===== src/rtl/musica_pkg.sv =====
// Shared constants for the tone generator: base note frequencies, FSM state type and the
// elaboration-time half-period calculation.
package musica_pkg;

  localparam int unsigned NUM_NOTAS_BASE = 7;

  // Element [i] is base note i (C6 .. B6, in Hz).
  localparam logic [NUM_NOTAS_BASE-1:0][15:0] FREQ_NOTAS = {
    16'd1975, 16'd1760, 16'd1567, 16'd1396, 16'd1318, 16'd1174, 16'd1046
  };

  typedef enum logic [0:0] {IDLE, PLAY} estado_t;

  // Half-period in clock cycles for key idx; each group of seven keys is one octave higher.
  function automatic int unsigned half_period(int unsigned clk_freq, int unsigned idx);
    int unsigned f;
    f = 32'(FREQ_NOTAS[3'(idx % NUM_NOTAS_BASE)]);
    return (clk_freq / (2 * f)) >> (idx / NUM_NOTAS_BASE);
  endfunction

endpackage


===== src/rtl/antirrebote.sv =====
// Per-key two-flop synchroniser followed by a debouncer that accepts a new level only after
// it has been stable for DEBOUNCE consecutive cycles.
module antirrebote #(
  parameter int unsigned DEBOUNCE = 16
) (
  input  logic clk,
  input  logic reset,
  input  logic entrada,
  output logic salida
);

  localparam int unsigned CW = (DEBOUNCE > 1) ? $clog2(DEBOUNCE) : 1;

  logic          sync1_q, sync2_q, salida_q;
  logic [CW-1:0] cnt_q;

  always_ff @(posedge clk) begin
    if (reset) begin
      sync1_q  <= 1'b0;
      sync2_q  <= 1'b0;
      salida_q <= 1'b0;
      cnt_q    <= '0;
    end else begin
      sync1_q <= entrada;
      sync2_q <= sync1_q;
      // Any cycle where the synchronised level agrees with the output restarts the count.
      if (sync2_q != salida_q) begin
        if (cnt_q == CW'(DEBOUNCE - 1)) begin
          salida_q <= sync2_q;
          cnt_q    <= '0;
        end else begin
          cnt_q <= cnt_q + CW'(1);
        end
      end else begin
        cnt_q <= '0;
      end
    end
  end

  assign salida = salida_q;

endmodule


===== src/rtl/generador_tonos.sv =====
// Keypad-to-square-wave tone generator: debounced keys, lowest-index priority, glitch-free
// note changes at full-period boundaries. Optional OCTAVE_SHIFT_EN adds the bajar_octava input.
module generador_tonos
  import musica_pkg::*;
#(
  parameter  int unsigned NUM_TECLAS = 7,
  parameter  int unsigned CLK_FREQ   = 50_000_000,
  parameter  int unsigned DEBOUNCE   = 16,
  parameter  int unsigned CNT_W      = 16,
  localparam int unsigned IDX_W      = (NUM_TECLAS > 1) ? $clog2(NUM_TECLAS) : 1
) (
  input  logic                  clk,
  input  logic                  reset,
  input  logic [NUM_TECLAS-1:0] teclas,
  output logic                  clk_out,
  output logic                  activo,
  output logic [IDX_W-1:0]      nota
`ifdef OCTAVE_SHIFT_EN
  ,
  input  logic                  bajar_octava
`endif
);

  localparam int unsigned TBL_N = 2 ** IDX_W;
`ifdef OCTAVE_SHIFT_EN
  localparam longint unsigned MULT = 2;
`else
  localparam longint unsigned MULT = 1;
`endif

  logic [NUM_TECLAS-1:0] teclas_deb;
  logic [CNT_W-1:0]      half_tbl [TBL_N];

  for (genvar g = 0; g < NUM_TECLAS; g++) begin : g_tecla
    antirrebote #(
      .DEBOUNCE (DEBOUNCE)
    ) u_antirrebote (
      .clk     (clk),
      .reset   (reset),
      .entrada (teclas[g]),
      .salida  (teclas_deb[g])
    );
  end

  // Table padded to a power of two so the index never falls outside it.
  for (genvar g = 0; g < TBL_N; g++) begin : g_tabla
    if (g < NUM_TECLAS) begin : g_nota
      localparam int unsigned H = half_period(CLK_FREQ, g);
      if (H == 0 || (longint'(H) * MULT) > ((64'd1 << CNT_W) - 64'd1)) begin : g_err
        $error("generador_tonos: half-period of key %0d does not fit CNT_W", g);
      end
      assign half_tbl[g] = CNT_W'(H);
    end else begin : g_relleno
      assign half_tbl[g] = CNT_W'(1);
    end
  end

  logic             req_valid;
  logic [IDX_W-1:0] req_idx;

  always_comb begin
    req_idx = '0;
    for (int i = NUM_TECLAS - 1; i >= 0; i--) begin
      if (teclas_deb[i]) req_idx = IDX_W'(i);
    end
  end

  assign req_valid = |teclas_deb;

  estado_t          state_q;
  logic [CNT_W-1:0] cnt_q;
  logic             clk_out_q, activo_q;
  logic [IDX_W-1:0] nota_q;
  logic [CNT_W-1:0] half_req, half_cur;
  logic             shift_req;

`ifdef OCTAVE_SHIFT_EN
  logic shift_q;
  assign shift_req = bajar_octava;
  assign half_req  = half_tbl[req_idx] << bajar_octava;
  assign half_cur  = half_tbl[nota_q] << shift_q;
`else
  assign shift_req = 1'b0;
  assign half_req  = half_tbl[req_idx];
  assign half_cur  = half_tbl[nota_q];
`endif

  always_ff @(posedge clk) begin
    if (reset) begin
      state_q   <= IDLE;
      cnt_q     <= '0;
      clk_out_q <= 1'b0;
      activo_q  <= 1'b0;
      nota_q    <= '0;
`ifdef OCTAVE_SHIFT_EN
      shift_q   <= 1'b0;
`endif
    end else begin
      case (state_q)
        IDLE: begin
          clk_out_q <= 1'b0;
          activo_q  <= 1'b0;
          if (req_valid) begin
            nota_q    <= req_idx;
            cnt_q     <= half_req - CNT_W'(1);
            clk_out_q <= 1'b1;
            activo_q  <= 1'b1;
            state_q   <= PLAY;
`ifdef OCTAVE_SHIFT_EN
            shift_q   <= shift_req;
`endif
          end
        end
        PLAY: begin
          if (cnt_q != '0) begin
            cnt_q <= cnt_q - CNT_W'(1);
          end else if (clk_out_q) begin
            clk_out_q <= 1'b0;
            cnt_q     <= half_cur - CNT_W'(1);
          end else if (req_valid) begin
            // Full period done: the only point where a new note (or octave) is adopted.
            nota_q    <= req_idx;
            cnt_q     <= half_req - CNT_W'(1);
            clk_out_q <= 1'b1;
`ifdef OCTAVE_SHIFT_EN
            shift_q   <= shift_req;
`endif
          end else begin
            activo_q <= 1'b0;
            state_q  <= IDLE;
          end
        end
        default: state_q <= IDLE;
      endcase
    end
  end

  logic unused_shift;
  assign unused_shift = shift_req;

  assign clk_out = clk_out_q;
  assign activo  = activo_q;
  assign nota    = nota_q;

endmodule


===== config.mk =====
export PLATFORM = sky130hd
export DESIGN_NAME = generador_tonos
export DESIGN_NICKNAME = d
export VERILOG_FILES = /design/src/rtl/musica_pkg.sv /design/src/rtl/antirrebote.sv /design/src/rtl/generador_tonos.sv
export SDC_FILE = /design/constraint.sdc
export NUM_CORES = 1
export LEC_CHECK = 0
export ABC_AREA = 1
export ABC_CLOCK_PERIOD_IN_PS = 3100
export CAP_MARGIN = 15
export CORE_AREA = 2 2 94 96
export CTS_CLUSTER_SIZE = 8
export DETAILED_ROUTE_END_ITERATION = 16
export DIE_AREA = 0 0 96 98
export DONT_BUFFER_PORTS = 1
export GPL_TIMING_DRIVEN = 0
export MAX_ROUTING_LAYER = met4
export PLACE_DENSITY = 0.68
export SYNTH_ARGS = -nofsm -noshare
export SYNTH_HDL_FRONTEND = slang
export SYNTH_SLANG_ARGS = --single-unit

===== constraint.sdc =====
create_clock -name clk -period 3.1 [get_ports clk]
set_input_delay 0.93 -clock clk [delete_from_list [all_inputs] [get_ports clk]]
set_output_delay 0.93 -clock clk [all_outputs]
set_load 0.05 [all_outputs]

### After elaboration in Yosys (flattened, before gate mapping)

Memories as Yosys holds them, arrays and structs flattened.
Index checks and enable logic that the tools add are counted.

* bits in latches: 0
* word-level logic and storage cells: 122
* memory bits (read-only): 256
* bits in registers: 71
* bits of input ports: 9
* RAM bits: 0
* memories: 2

Memories
* (name not given): words 8, bits a word 16, rd ports 1, clocked after Yosys merged registers in 0, wr ports 0, line generador_tonos.sv:85 `assign half_cur = half_tbl[nota_q];`
* (name not given): words 8, bits a word 16, rd ports 1, clocked after Yosys merged registers in 0, wr ports 0, line generador_tonos.sv:84 `assign half_req = half_tbl[req_idx];`

* shifts and indexed selects: 0
* multipliers: 0
* $lt $le $gt $ge: 2
* divide/modulo/power cells: 0
* reduce and logical (&&, ||, !) cells: 18
* add/sub/neg operators: 10
* eq/ne operators: 17
* mux-type cells: 30
* bitwise gates (word level): 10

Operators with widths (number)
* 16-bit two-way mux: 7
* 16-bit by 1-bit subtractor with 16-bit output, second input constant: 3
* 16-bit case mux with 2 select lines: 1
* 3-bit two-way mux: 10
* 4-bit by 1-bit adder with 4-bit output, second input constant: 7
* 4-bit == test, second input constant: 7
* 3-bit OR reduction: 7
* 2-bit AND reduction: 8
* 16-bit nonzero test: 1
* 4-bit >= comparator, second input constant: 2
* 1-bit two-way mux: 8
* 1-bit NOT: 8
* 3-bit NOT with 4-bit output: 2
* 1-bit != test: 7
* 7-bit OR reduction: 1
* 2-bit != test, second input constant: 3
* 1-bit case mux with 2 select lines: 3
* 3-bit case mux with 2 select lines: 1
* 3-bit AND reduction: 1

### Depth between registers and ports, before layout

* depth after elaboration: 16
* gate-level depth with buffers: 20
* gate-level depth less buffers: 20

### Cells and area by module

From an unflattened synthesis, not the netlist that was laid out.

* cells, all modules: 621
* area, all modules: 4367.9 um2

Modules (own cells, without submodules)
* generador_tonos: cells each 383, times used 1, area an instance 2467.4 um2, seq. area each 440.4 um2
* antirrebote: cells each 34, times used 7, area an instance 271.5 um2, seq. area each 140.1 um2

### Least setup slack after synthesis

Ideal clock, no wire load.

* kind: register to register
* start: register nota_q[0] (netlist: nota[0])
* end: register cnt_q[12]
* data arrival time: 2309 ps
* required time: 3034 ps
* slack: 725 ps
* period minus slack after synthesis: 2375 ps
* cell stages (with the launch flop): 16
* cell sequence: dfxtp_1 > inv_1 > ha_1 > nand2_1 > and3_4 > ha_1 > inv_1 > nor2_4 > nand3_2 > nor2_1 > nand3_1 > nand3_1 > nand2_1 > inv_2 > nand2_1 > a21oi_2

* cells in the longest elaborated chain, start to end: 8

Ends and longest elaborated chain
* start, declared: line generador_tonos.sv:73 `logic [IDX_W-1:0] nota_q;`
* start signal, assigned: line generador_tonos.sv:104 `nota_q <= req_idx;`
* start signal, assigned: line generador_tonos.sv:122 `nota_q <= req_idx;`
* 3-bit NOT with 4-bit output (implied by the code): line generador_tonos.sv:85
* memory read 8 x 16 bit
* 16-bit two-way mux (implied by the code) (2 in series): line generador_tonos.sv:85
* 16-bit by 1-bit subtractor with 16-bit output: line generador_tonos.sv:119 `cnt_q <= half_cur - CNT_W'(1);`
* 16-bit two-way mux: line generador_tonos.sv:117 `end else if (clk_out_q) begin`
* 16-bit two-way mux: line generador_tonos.sv:115 `if (cnt_q != '0) begin`
* 16-bit case mux with 2 select lines: line generador_tonos.sv:99 `case (state_q)`
* end signal, assigned: line generador_tonos.sv:116 `cnt_q <= cnt_q - CNT_W'(1);`
* end signal, assigned: line generador_tonos.sv:119
* end signal, assigned: line generador_tonos.sv:123 `cnt_q <= half_req - CNT_W'(1);`
* end, declared: line generador_tonos.sv:71 `logic [CNT_W-1:0] cnt_q;`

Every way passes these cells. The select of a mux whose other input is x is not followed.
A chain may end at the register's enable or synchronous reset.

### Final worst setup path

Ends and elaborated chain as after synthesis.

==> results.md <==
* CP Cell Sequence: inv_1 > ha_1 > nand2_1 > and3_4 > ha_1 > inv_1 > nor2_4 > nand3_2 > nor2_1 > nand3_1 > nand3_1 > nand2_1 > inv_2 > nand2_1 > a21oi_2
* Syn Nets at 585
* Post-CTS Setup Inserts at 0
* Clock sink count at 71
* Full die area at 0.00941 mm^2
* Met1 wire length at 4170 um
* Worst Skew at 0.0122 ns
* Setup TNS at 0 ns
* Detailed placement HPWL at 7000 um
* GP Congestion at just under 1
* FMAX at 368 MHz
* WL final at 9080 um
* Iter 0 DRT Violations at between 150 and 200
* Finished Core Util at 52.1%
* Pleak at 2.01 nW
* Worst-margin pin slew at 0.712 ns
* Area leader, netlist: dfxtp_1
* CTS root buffer: clkbuf_8
* GRT Residual Overflow at 0
* VDD IR max at 0.000353 V
* WS Path Type: reg -> reg
* Sequential area share after synthesis at 35.0%
* Warnings from Yosys at 0
* CTS H-tree lvls at 3
* Number of synthesized register bits at 71
* CTS Hold Buffers Added at 0
* Post-synth EDFFs at 0
* Maximum root-to-sink buffer count at 2
* TritonCTS Buffers at 9
* Clk Latency, worst-skew pair at 0.36 ns
* Final hold slack at 0.408 ns
* I/O pin cnt at 14
* Slew headroom at between 50% and 60%
* Final min period at about 2.7 ns
* CP peak stage delay at 0.77 ns
* Fraction of layout instances using a drive strength above 1 at around 12%
* Post-Syn Area at 0.00406 mm^2
* CTS tree: yes
* CTS-repair resized insts at 0
* Pwr Total at 1.76 mW
* Fill count at 833
* Highest routed metal layer: met4
* Global-route wire length before repair at 15300 um
* CP arrival at around 3 ns
* WL met2 at ~4200 um
* Antenna Cells at 0
* Placed Area at 0.00420 mm^2
* Pint at between 1 and 1.5 mW
* Die height at 98 um
* Most numerous cell on the critical path: nand2_1
* DR pass1 iterations at 4
* DR vias at 3489
* Synth area leaders: dfxtp_1 (35%), nand2_1 (9.0%), ha_1 (6.5%)
* Starting density of the core at between 40% and 50%
* Hold WC Path Type: reg -> reg
* Critical path's slowest cell: dfxtp_1
* WL/cell at 13.4 um
* Number of cell rows at 34
* Comb pwr share at 1.9%
* Total global-route track usage at 21.5%
* Max-cap viol count at 0
* Max Slew Vio Count at 0
* Fin area at 0.00441 mm^2
* Area grow syn2layout at 8.59%
* Antenna violations before repair at 0
* RSZ-0062 raised after global routing: no
* Syn Inst Count at 555
* Layout Nets at 596
* Outcome: finished, final reports clean
* Synth top area share at 35.0%
* Vias in the first global route at 3320
* Post-synth cell types at 47
* Crit-path max FO at 7
* Setup Viol. Count Final at 0
* I/O Buffers at 0
* Core box area at 0.00847 mm^2
* Pwr Density at 399 mW/mm^2
* Share of flip-flops with an asynchronous set or reset at 0%
* Largest net degree at the start of global routing at 15
* Die width at 96 um
* Syn_area_per_cell at 7.32 um^2
* Final hold viol count at 0
* Sequential cell fraction of total power at roughly 53%
* Startpoint Class: flip-flop
* Clk pwr share at 45.4%
* Worst path required time at approximately 3.4 ns
* Clock transition at the registers of the reported paths at 0.09 ns
* CP endpoint kind: flip-flop
* Residual DRC at 0
* WL met3 at about 430 um
* Sw Ratio at a little under a quarter
* Net switching power at about 0.42 mW
* Vias per inst at 5.14
* Fin crit share at 87.5%
* Ys flop type: dfxtp_1
* Antenna viol nets, final at 0
area by class of cell:
class / instances / area, um^2 / area share (%)
Multi-Input combinational cell: 394 / 2280 / 51.8
Sequential cell: 71 / 1420 / 32.2
Inverter: 83 / 317 / 7.17
Clock buffer: 10 / 138 / 3.12
Tap cell: 108 / 135 / 3.06
Clock inverter: 6 / 76.3 / 1.73
Buffer: 7 / 41.3 / 0.936
metrics by stage:
step,std cells,worst slack [ns]
5_1_grt,679,0.0930
4_1_cts,679,0.367
3_5_place_dp,663,0.394
3_3_place_gp,663,0.443
2_1_floorplan,555,0.725
6_report,679,0.386
flip-flops by register name, indices dropped and copies added (netlist names):
register                       flops
g_tecla.u_antirrebote.sync1_q      7
g_tecla.u_antirrebote.sync2_q      7
clk_out                            1
cnt_q                             16
g_tecla.u_antirrebote.salida       7
nota                               3
g_tecla.u_antirrebote.cnt_q       28
state_q                            1
activo                             1
power by group through the flow:
stage / logic (mW) / registers (mW) / clock network [mW]
after floorplan: 0.0244 / 0.948 / 0
after global placement: 0.0331 / 0.949 / 0
after detailed placement: 0.0342 / 0.950 / 0
after CTS: 0.0346 / 0.928 / 0.819
after global routing: 0.0391 / 0.929 / 0.857
final: 0.0338 / 0.928 / 0.799
logic make-up (layout without fill, tap and decap cells):
| family | after synthesis | after routing | share of synthesized area (%) |
|---|---|---|---|
| compound gates | 103 | 103 | 15.4 |
| fa+ha+maj | 21 | 21 | 6.47 |
| simple gates | 245 | 245 | 29.0 |
| flops | 71 | 71 | 35.0 |
| xor+xnor | 25 | 25 | 5.39 |
| buf+inv | 90 | 106 | 8.81 |
critical path: cells and delay by family (launching register included):
family / cells / cell delay [ns]
buffers and inverters: 3 / 0.40
AO/OA/AOI/OAI: 1 / 0.10
flip-flops: 1 / 0.77
AND/OR/NAND/NOR: 9 / 0.98
adder cells (fa/ha/maj): 2 / 0.40
layout by cell type, fill, tap and decap left out, drive strengths merged, types with 4 or more instances in the layout:
| cell type | netlist | final |
|---|---|---|
| o211ai | 11 | 11 |
| nand4 | 6 | 6 |
| a21oi | 38 | 38 |
| inv | 80 | 83 |
| clkinv | 3 | 5 |
| clkbuf | 4 | 14 |
| o21ai | 36 | 36 |
| xnor2 | 12 | 12 |
| a31oi | 4 | 4 |
| xor2 | 13 | 13 |
| nand3 | 41 | 41 |
| nand2 | 108 | 108 |
| nor2 | 83 | 83 |
| dfxtp | 71 | 71 |
| ha | 21 | 21 |
cell usage after synthesis, types with 2 or more instances:
| master | number |
|---|---|
| a21oi_1 | 35 |
| a21oi_2 | 2 |
| a221oi_1 | 3 |
| a22oi_1 | 2 |
| a31oi_1 | 4 |
| buf_6 | 2 |
| clkbuf_1 | 4 |
| clkinv_1 | 3 |
| dfxtp_1 | 71 |
| ha_1 | 21 |
| inv_1 | 68 |
| inv_2 | 10 |
| inv_4 | 2 |
| nand2_1 | 97 |
| nand2_2 | 6 |
| nand2_4 | 5 |
| nand3_1 | 38 |
| nand3_2 | 2 |
| nand4_1 | 5 |
| nor2_1 | 68 |
| nor2_2 | 8 |
| nor2_4 | 5 |
| nor2_8 | 2 |
| nor4_1 | 3 |
| o211ai_1 | 11 |
| o21ai_0 | 28 |
| o21ai_1 | 6 |
| o31ai_1 | 2 |
| xnor2_1 | 12 |
| xor2_1 | 13 |
routing by layer:
layer	up-vias	track usage [%]
li1	1829	-
met1	1566	27.6
met2	74	31.5
met3	20	4.71
met4	0	10.8
met5	-	-
final timing paths:
kind | depth (start not counted) | slack, ns | start | end
setup reg to reg | 15 | 0.39 | nota[0] | cnt_q[12]
setup / recovery | 15 | 0.39 | nota[0] | cnt_q[12]
hold / removal | 2 | 0.41 | g_tecla[2].u_antirrebote.sync1_q | g_tecla[2].u_antirrebote.sync2_q
hold reg to reg | 2 | 0.41 | g_tecla[2].u_antirrebote.sync1_q | g_tecla[2].u_antirrebote.sync2_q
No activity file was read; power rests on OpenSTA's default activity.
